<file path="config.mk">
export PLATFORM = sky130hd
export DESIGN_NAME = fixed_mac_vec
export DESIGN_NICKNAME = d
export VERILOG_FILES = /design/src/rtl/fixed_mac_pkg.sv /design/src/rtl/fixed_round_sat.sv /design/src/rtl/fixed_mac_vec.sv
export SDC_FILE = /design/constraint.sdc
export NUM_CORES = 2
export LEC_CHECK = 0
export CAP_MARGIN = 10
export CELL_PAD_IN_SITES_DETAIL_PLACEMENT = 1
export CELL_PAD_IN_SITES_GLOBAL_PLACEMENT = 1
export CORE_MARGIN = 1.5
export CORE_UTILIZATION = 48
export DETAILED_ROUTE_END_ITERATION = 12
export HOLD_SLACK_MARGIN = 0.15
export PLACE_DENSITY = 0.83
export SLEW_MARGIN = 20
export SYNTH_ARGS = -nofsm -noshare
export SYNTH_HDL_FRONTEND = slang
export SYNTH_SLANG_ARGS = --single-unit
</file>
<file path="constraint.sdc">
create_clock -name clk -period 7 [get_ports clk]
set_clock_uncertainty 0.1 [all_clocks]
set_input_delay 1.75 -clock clk [delete_from_list [all_inputs] [get_ports clk]]
set_output_delay 1.75 -clock clk [all_outputs]
set_load 0.05 [all_outputs]
</file>
<file path="src/rtl/fixed_mac_pkg.sv">
// Shared widths, rounding modes and overflow modes for the fixed-point MAC family.
package fixed_mac_pkg;

    localparam int ROUND_TRUNC   = 0;
    localparam int ROUND_HALF_UP = 1;

    typedef enum logic {
        OVF_WRAP = 1'b0,
        OVF_SAT  = 1'b1
    } sat_mode_e;

    // Full-precision width of one signed A*B product.
    function automatic int prod_w(int wi1, int wf1, int wi2, int wf2);
        return wi1 + wf1 + wi2 + wf2;
    endfunction

    // Accumulator width: product, adder-tree growth, then packet-length guard bits.
    function automatic int acc_w(int pw, int lanes, int guard);
        return pw + $clog2(lanes) + guard;
    endfunction

endpackage

</file>
<file path="src/rtl/fixed_round_sat.sv">
// Combinational resize of a signed Q(.).(FI) value into Q(WIO).(WFO):
// shift or round, then saturate/wrap on overflow and handle underflow to zero.
module fixed_round_sat
    import fixed_mac_pkg::*;
#(
    parameter int ACC_W = 30,
    parameter int FI    = 13,
    parameter int WIO   = 15,
    parameter int WFO   = 30,
    parameter int ROUND = ROUND_HALF_UP
) (
    input  logic [ACC_W-1:0]   acc,
    input  logic               sat_en,
    input  logic               uf_sat,
    output logic [WIO+WFO-1:0] out_data,
    output logic               overflow,
    output logic               underflow
);
    localparam int OW = WIO + WFO;
    localparam int SH = (WFO >= FI) ? WFO - FI : 0;
    localparam int DR = (WFO >= FI) ? 0 : FI - WFO;
    // Wide enough for the shifted value, the rounding carry and the range limits.
    localparam int XW = ACC_W + SH + OW + 2;

    sat_mode_e             sat_mode;
    logic signed [XW-1:0]  acc_x;
    logic signed [XW-1:0]  q;
    logic signed [XW-1:0]  max_v;
    logic signed [XW-1:0]  min_v;
    logic                  ovf;

    assign sat_mode = sat_mode_e'(sat_en);
    assign acc_x    = XW'($signed(acc));
    assign max_v    = {{(XW-OW+1){1'b0}}, {(OW-1){1'b1}}};
    assign min_v    = ~max_v;

    if (DR == 0) begin : g_shl
        assign q = acc_x <<< SH;
    end else begin : g_shr
        logic signed [XW-1:0] fl;
        logic signed [XW-1:0] rb;
        assign fl = acc_x >>> DR;
        // Half-up: add the most significant dropped bit to the floored value.
        assign rb = (ROUND == ROUND_HALF_UP) ? $signed({{(XW-1){1'b0}}, acc_x[DR-1]}) : '0;
        assign q  = fl + rb;
    end

    // Range check happens after rounding so a rounding carry is caught.
    assign ovf = (q > max_v) || (q < min_v);

    // Select clamped, wrapped, underflow-substituted or plain result.
    always_comb begin
        out_data  = q[OW-1:0];
        overflow  = ovf;
        underflow = 1'b0;
        if (ovf) begin
            if (sat_mode == OVF_SAT)
                out_data = q[XW-1] ? min_v[OW-1:0] : max_v[OW-1:0];
        end else if (q == '0 && acc != '0) begin
            underflow = 1'b1;
            if (!uf_sat)
                out_data = '0;
            else if (acc[ACC_W-1])
                out_data = '1;
            else
                out_data = OW'(1);
        end
    end

endmodule

</file>
<file path="src/rtl/fixed_mac_vec.sv">
// Multi-lane signed fixed-point MAC with packet framing:
// lane products -> adder tree -> per-packet accumulator -> resize.
module fixed_mac_vec
    import fixed_mac_pkg::*;
#(
    parameter int LANES = 4,
    parameter int WI1   = 4,
    parameter int WF1   = 8,
    parameter int WI2   = 3,
    parameter int WF2   = 5,
    parameter int WIO   = 15,
    parameter int WFO   = 30,
    parameter int GUARD = 8,
    parameter int ROUND = ROUND_HALF_UP
) (
    input  logic                         clk,
    input  logic                         reset,
    input  logic [LANES*(WI1+WF1)-1:0]   a_data,
    input  logic                         a_valid,
    output logic                         a_ready,
    input  logic [LANES*(WI2+WF2)-1:0]   b_data,
    input  logic                         b_valid,
    output logic                         b_ready,
    input  logic                         in_last,
    output logic [WIO+WFO-1:0]           out_data,
    output logic                         out_valid,
    input  logic                         out_ready,
    input  logic                         sat_en,
    input  logic                         uf_sat,
    output logic                         overflow,
    output logic                         underflow
);
    localparam int AW  = WI1 + WF1;
    localparam int BW  = WI2 + WF2;
    localparam int PW  = prod_w(WI1, WF1, WI2, WF2);
    localparam int FP  = WF1 + WF2;
    localparam int LG  = $clog2(LANES);
    localparam int SW  = PW + LG;
    localparam int ACC = acc_w(PW, LANES, GUARD);
    localparam int NP  = 1 << LG;
    localparam int OW  = WIO + WFO;

    logic                          en;
    logic                          accept;
    logic [3:1]                    vld_pipe;
    logic [2:1]                    last_pipe;
    logic [LANES-1:0][PW-1:0]      mul;
    logic [LANES-1:0][PW-1:0]      prod;
    logic signed [SW-1:0]          node [0:2*NP-2];
    logic signed [SW-1:0]          sum2;
    logic signed [ACC-1:0]         acc;
    logic signed [ACC:0]           acc_nxt;
    logic                          first;
    logic                          sticky;
    logic                          wrap;
    logic [OW-1:0]                 rs_data;
    logic                          rs_ovf;
    logic                          rs_uf;

    // A held result freezes the whole pipe; A and B are accepted jointly.
    assign en      = !out_valid || out_ready;
    assign a_ready = en && b_valid;
    assign b_ready = en && a_valid;
    assign accept  = a_valid && b_valid && en;

    for (genvar l = 0; l < LANES; l++) begin : g_lane
        logic signed [PW-1:0] ax;
        logic signed [PW-1:0] bx;
        assign ax     = PW'($signed(a_data[l*AW +: AW]));
        assign bx     = PW'($signed(b_data[l*BW +: BW]));
        assign mul[l] = ax * bx;
    end

    // Binary adder tree padded to a power of two; node[0] is the root.
    for (genvar i = 0; i < NP; i++) begin : g_leaf
        if (i < LANES) begin : g_used
            assign node[NP-1+i] = SW'($signed(prod[i]));
        end else begin : g_pad
            assign node[NP-1+i] = '0;
        end
    end
    for (genvar i = 0; i < NP - 1; i++) begin : g_node
        assign node[i] = node[2*i+1] + node[2*i+2];
    end

    // The first beat of a packet starts from zero instead of the running sum.
    assign acc_nxt = (first ? '0 : {acc[ACC-1], acc}) + (ACC+1)'(sum2);
    assign wrap    = acc_nxt[ACC] ^ acc_nxt[ACC-1];

    // S1/S2: register lane products, then the tree sum.
    always_ff @(posedge clk or posedge reset) begin
        if (reset) begin
            vld_pipe[2:1]  <= '0;
            last_pipe      <= '0;
            prod           <= '0;
            sum2           <= '0;
        end else if (en) begin
            vld_pipe[1]    <= accept;
            last_pipe[1]   <= in_last;
            prod           <= mul;
            vld_pipe[2]    <= vld_pipe[1];
            last_pipe[2]   <= last_pipe[1];
            sum2           <= node[0];
        end
    end

    // S3: accumulate per packet and track accumulator wrap for the packet.
    always_ff @(posedge clk or posedge reset) begin
        if (reset) begin
            vld_pipe[3] <= 1'b0;
            acc         <= '0;
            sticky      <= 1'b0;
            first       <= 1'b1;
        end else if (en) begin
            vld_pipe[3] <= vld_pipe[2] && last_pipe[2];
            if (vld_pipe[2]) begin
                acc    <= acc_nxt[ACC-1:0];
                sticky <= (first ? 1'b0 : sticky) | wrap;
                first  <= last_pipe[2];
            end
        end
    end

    fixed_round_sat #(
        .ACC_W (ACC),
        .FI    (FP),
        .WIO   (WIO),
        .WFO   (WFO),
        .ROUND (ROUND)
    ) u_rs (
        .acc       (acc),
        .sat_en    (sat_en),
        .uf_sat    (uf_sat),
        .out_data  (rs_data),
        .overflow  (rs_ovf),
        .underflow (rs_uf)
    );

    // S4: capture the resized packet result; a wrapped packet always reports overflow.
    always_ff @(posedge clk or posedge reset) begin
        if (reset) begin
            out_valid <= 1'b0;
            out_data  <= '0;
            overflow  <= 1'b0;
            underflow <= 1'b0;
        end else if (en) begin
            out_valid <= vld_pipe[3];
            if (vld_pipe[3]) begin
                out_data  <= rs_data;
                overflow  <= rs_ovf | sticky;
                underflow <= rs_uf & ~sticky;
            end
        end
    end

endmodule

</file>
* After elaboration in Yosys (flattened, before gate mapping)
Cells that the tools add are included.
Storage, ports and cells: logic and storage cells 53, memory bits (read-only) 0, latch bits 0, output and inout bits 50, memories kept 0, bits in writable memories 0, register bits after elaboration 187, input port bits 88
Cells by class: bitwise logic cells 5, order comparisons 2, divide/modulo/power cells 0, add/subtract/negate cells 4, $mul 4, muxes and demuxes 10, eq/ne operators 0, reduce and logical (&&, ||, !) cells 13, shift operators 0
Operators with widths (count):
- $mux 45 | 6
- $logic_not 94->1 | 1
- $mul 12x8->20 | 4
- $gt 47x45->1 const B | 1
- $lt 47x45->1 const B | 1
- $add 20x20->21 | 2
- $add 31x31->31 | 1
- $mux 31 | 1
- $reduce_bool 30->1 | 1
- $add 22x22->22 | 1
- $logic_and 1x1->1 | 6
- $reduce_and 2->1 | 2
- $mux 1 | 3
- $logic_or 1x1->1 | 2
- $or 1x1->1 | 2
- $and 1x1->1 | 1
- $logic_not 1->1 | 1
- $not 1->1 | 1
- $xor 1x1->1 | 1

* Depth between registers and ports, before layout
word-level depth 5, depth in mapped cells 20, gate-level depth less buffers 19

* By module
A second synthesis with hierarchy kept.
Unflattened totals: cell total of the unflattened synthesis 2956, area total of the unflattened synthesis 26130.1 um^2
Modules (own cells, without submodules):
- fixed_mac_vec | seq. area each 4680.7 um^2, cells each 2806, area each 25325.5 um^2, times used 1
- fixed_round_sat | seq. area each 0.0 um^2, cells each 150, area each 804.5 um^2, times used 1

* Worst setup path before layout
No wires, ideal clock.
kind input to register, from in b_data[15], to reg prod (netlist bit node[62]), data required time 6.776 ns, cell stages on the path 17, arrival 5.959 ns, slack 0.817 ns, buffers on the path 1, library setup time 0.124 ns, cells stage by stage inv_1 -> clkbuf_1 -> nor2_1 -> fa_1 -> fa_1 -> fa_1 -> inv_1 -> fa_1 -> inv_1 -> ha_1 -> a21boi_0 -> o21ai_0 -> a21oi_1 -> o2111ai_1 -> a31oi_1 -> a211oi_1 -> a211o_1
On the way: word-level cells in the longest chain between the ends 1
Ends and longest elaborated chain:
- start: declaration | line fixed_mac_vec.sv:21 | input logic [LANES*(WI2+WF2)-1:0] b_data,
- $mul 12x8->20 | line fixed_mac_vec.sv:71 | assign mul[l] = ax * bx;
- end signal: assignment | line fixed_mac_vec.sv:100 | prod <= mul;
- end: declaration | line fixed_mac_vec.sv:48 | logic [LANES-1:0][PW-1:0] prod;
No other way between the ends. A chain may end at the register's enable or synchronous reset.

* Worst setup path in the final report
from in b_data[24], to reg prod (netlist bit node[18])
The elaborated chain is that of the path after synthesis.

==> summary.txt <==
Run status
  • Status: finished clean

Cells and area
  • Multi-input logic area: 0.0182 mm²
  • Fillers: 5889
  • Most frequent cells in the layout: 459 x inv_1, 320 x fa_1, 290 x nand2_1, 239 x ha_1, 238 x and2_1
  • Area grow syn2layout: 11.9%
  • N_diodes: 0
  • Final non-filler cell total: 3595
  • Register area: 0.00431 mm²
  • Most common cell after layout, fill and taps aside: inv_1
  • Share of cells above drive strength 1: 4.65%
  • Nets: 3557

GRT
  • GRT overflow: 0
  • First-pass GRT wire length: 113000 µm
  • Vias in the first global route: 22924
  • Overall routing resource usage: 26.4%
  • Initial antenna violation count: 0
  • Largest net degree at the start of global routing: 69

Yosys
  • Avg Cell Area, Syn: 8.82 µm²
  • Syn Nets: 3433
  • Synth warnings: 0
  • Post-synthesis sequential area ratio: 17.5%
  • Share of the synthesized area in the top cell type: 26.1%
  • Main synth FF type: dfrtp_1
  • Number of flops mapped to enable cells by yosys: 0
  • Distinct cells, synth: 70
  • Synthesis-stage register bit count: 172
  • Synth area leader: fa_1
  • Ys async rst share: 100%
  • Mapped Area: 0.0246 mm²
  • Post-Syn Instances: 2786
  • Ranking of synthesized cells by area: fa_1 26%, dfrtp_1 17%, ha_1 12%, inv_1 7.0%, and2_1 6.1%

Clock tree
  • Setup Buffers After CTS: 0
  • CTS Buffer Depth: 2
  • Clock-pin transition on the worst setup and hold timing paths: 80 ps
  • Clock sinks: 172
  • Root Driver: clkbuf_16
  • CTS tree: done
  • TritonCTS buffer count: 17
  • Worst-skew pair later-pin latency: 450 ps
  • H-tree depth: 4

Placement
  • Port buffer count: 136
  • Global placer's final weighted congestion: 0.873
  • HPWL Detailed: 55400 µm
  • Post-place setup slack: -179 ps
  • Placed Cells: 3563

Drt
  • DRT antenna net count: 0
  • Top Layer Used: met4
  • Wire length on met1: 26000 µm
  • Drt wl/cell: 18.6 µm
  • Met2 WL: 37700 µm
  • DRT Pass-1 Iters: 5
  • Vias: 19798
  • Routed vias/inst: 5.51
  • Routed WL: 66900 µm
  • DRC: 0
  • Met3 Routed Length: 1190 µm
  • First DRT Iteration DRCs: 755

Setup path
  • Worst-path fanout max: 12
  • Crit path launch type: input port
  • CP Capture Type: flop
  • CP arrival: 6890 ps
  • Critical path class: input port to flop
  • Worst r2r src: node[45]
  • Setup crit start: b_data[24]
  • WP data required: 7230 ps

Floorplanning
  • Initial Util: 48.8%
  • Die height: 229 µm
  • Die width: 229 µm
  • Io pins: 138
  • Row count: 82
  • Core outline area: 0.0504 mm²
  • Die area: 0.0526 mm²

Timing
  • Hold Vio Cnt, Final: 0
  • Final Setup Violations: 0
  • Final period util: 95.2%
  • Tmin final: 6670 ps
  • Final WS setup: 334 ps
  • Final Hold Slack: 377 ps
  • Slew Limit Fails: 0
  • RSZ-0062 raised after global routing: false
  • Fmax achieved: 150 MHz
  • Worst Tran Pin Value: 844 ps
  • Slew Limit Headroom: 43.7%

Worst hold path
  • HP Start: last_pipe[1]
  • Worst Hold Class: flop to flop

Flow run
  • Max-capacitance violation count: 0
## path summary, 6_finish.rpt
kind	cells after the start	slack [ps]	end
setup / recovery	18	330	node[18]
min in group asynchronous	2	1640	last_pipe[1]
setup reg to reg	16	2330	sum2[19]
max in group asynchronous	3	3950	acc[26]
hold reg to reg	2	380	last_pipe[1]
hold / removal	2	380	last_pipe[1]
## cell usage after synthesis (30+ instances only)
| master | count |
|---|---|
| nand2_1 | 291 |
| nor2_1 | 160 |
| a21oi_1 | 139 |
| nand3_1 | 30 |
| nor2b_1 | 45 |
| o21ai_0 | 119 |
| fa_1 | 320 |
| inv_1 | 460 |
| and2_1 | 238 |
| clkbuf_1 | 74 |
| ha_1 | 239 |
| dfrtp_1 | 171 |
| xnor2_1 | 84 |
| xor2_1 | 49 |
| nor3_1 | 30 |
| a21o_1 | 38 |
## worst max-delay path: stages
cell,delay [ps]
clkdlybuf4s50_1,660
and2_1,280
ha_1,330
fa_1,510
inv_1,60
fa_1,490
fa_1,520
inv_1,50
ha_1,310
nor2b_1,150
o21ai_0,250
a21boi_0,170
o21ai_0,240
a21oi_1,150
o2111ai_1,310
a31oi_2,190
a21o_1,220
a211o_1,260
## per-stage QoR
step	TNS [ps]	area, µm²	util (%)
CTS	0	27500	54.6
global route	0	27500	54.6
floorplan	0	24600	-
detailed placement	-454	26900	53.4
global placement	0	26900	53.4
finish	0	27500	54.6
## timing repair
item | CTS | global route
endpoints found under the setup margin | 0 | 2
hold buffers | 0 | 0
hold endpoints to repair | 0 | 0
gates resized for setup | 0 | 2
## state kept, by name, summed over array words and instances, names as in the netlist
signal,flops
node,80
acc,30
out_data,30
sum2,22
vld_pipe,3
last_pipe,2
first,1
out_valid,1
overflow,1
sticky,1
underflow,1
## per-layer routing
metal | vias up | GRT usage [%]
met5 | - | 0
met4 | 0 | 8.29
met3 | 133 | 2.28
met2 | 298 | 52.1
met1 | 10172 | 29.5
li1 | 9195 | -
## final cells by class
cell class                 count  area share, %
clock buffer                  18           1.56
multi-input combinational   2058           66.1
tap                          672           3.06
inverter                     460           6.29
sequential                   172           15.6
clock inverter                14          0.609
timing repair buffer         201           6.77
## cell families after synthesis
group	synth area share, %
muxes	0.351
buffers and inverters	8.72
and+or+nand+nor	17.7
AOI/OAI and AO/OA	12.8
adders and majority gates	38.2
xor gates and xnor gates	4.74
DFF	17.5
Power is left out: the tool's default activity adds up to more than one toggle a clock period on the data nets, which glitch-free logic cannot reach.
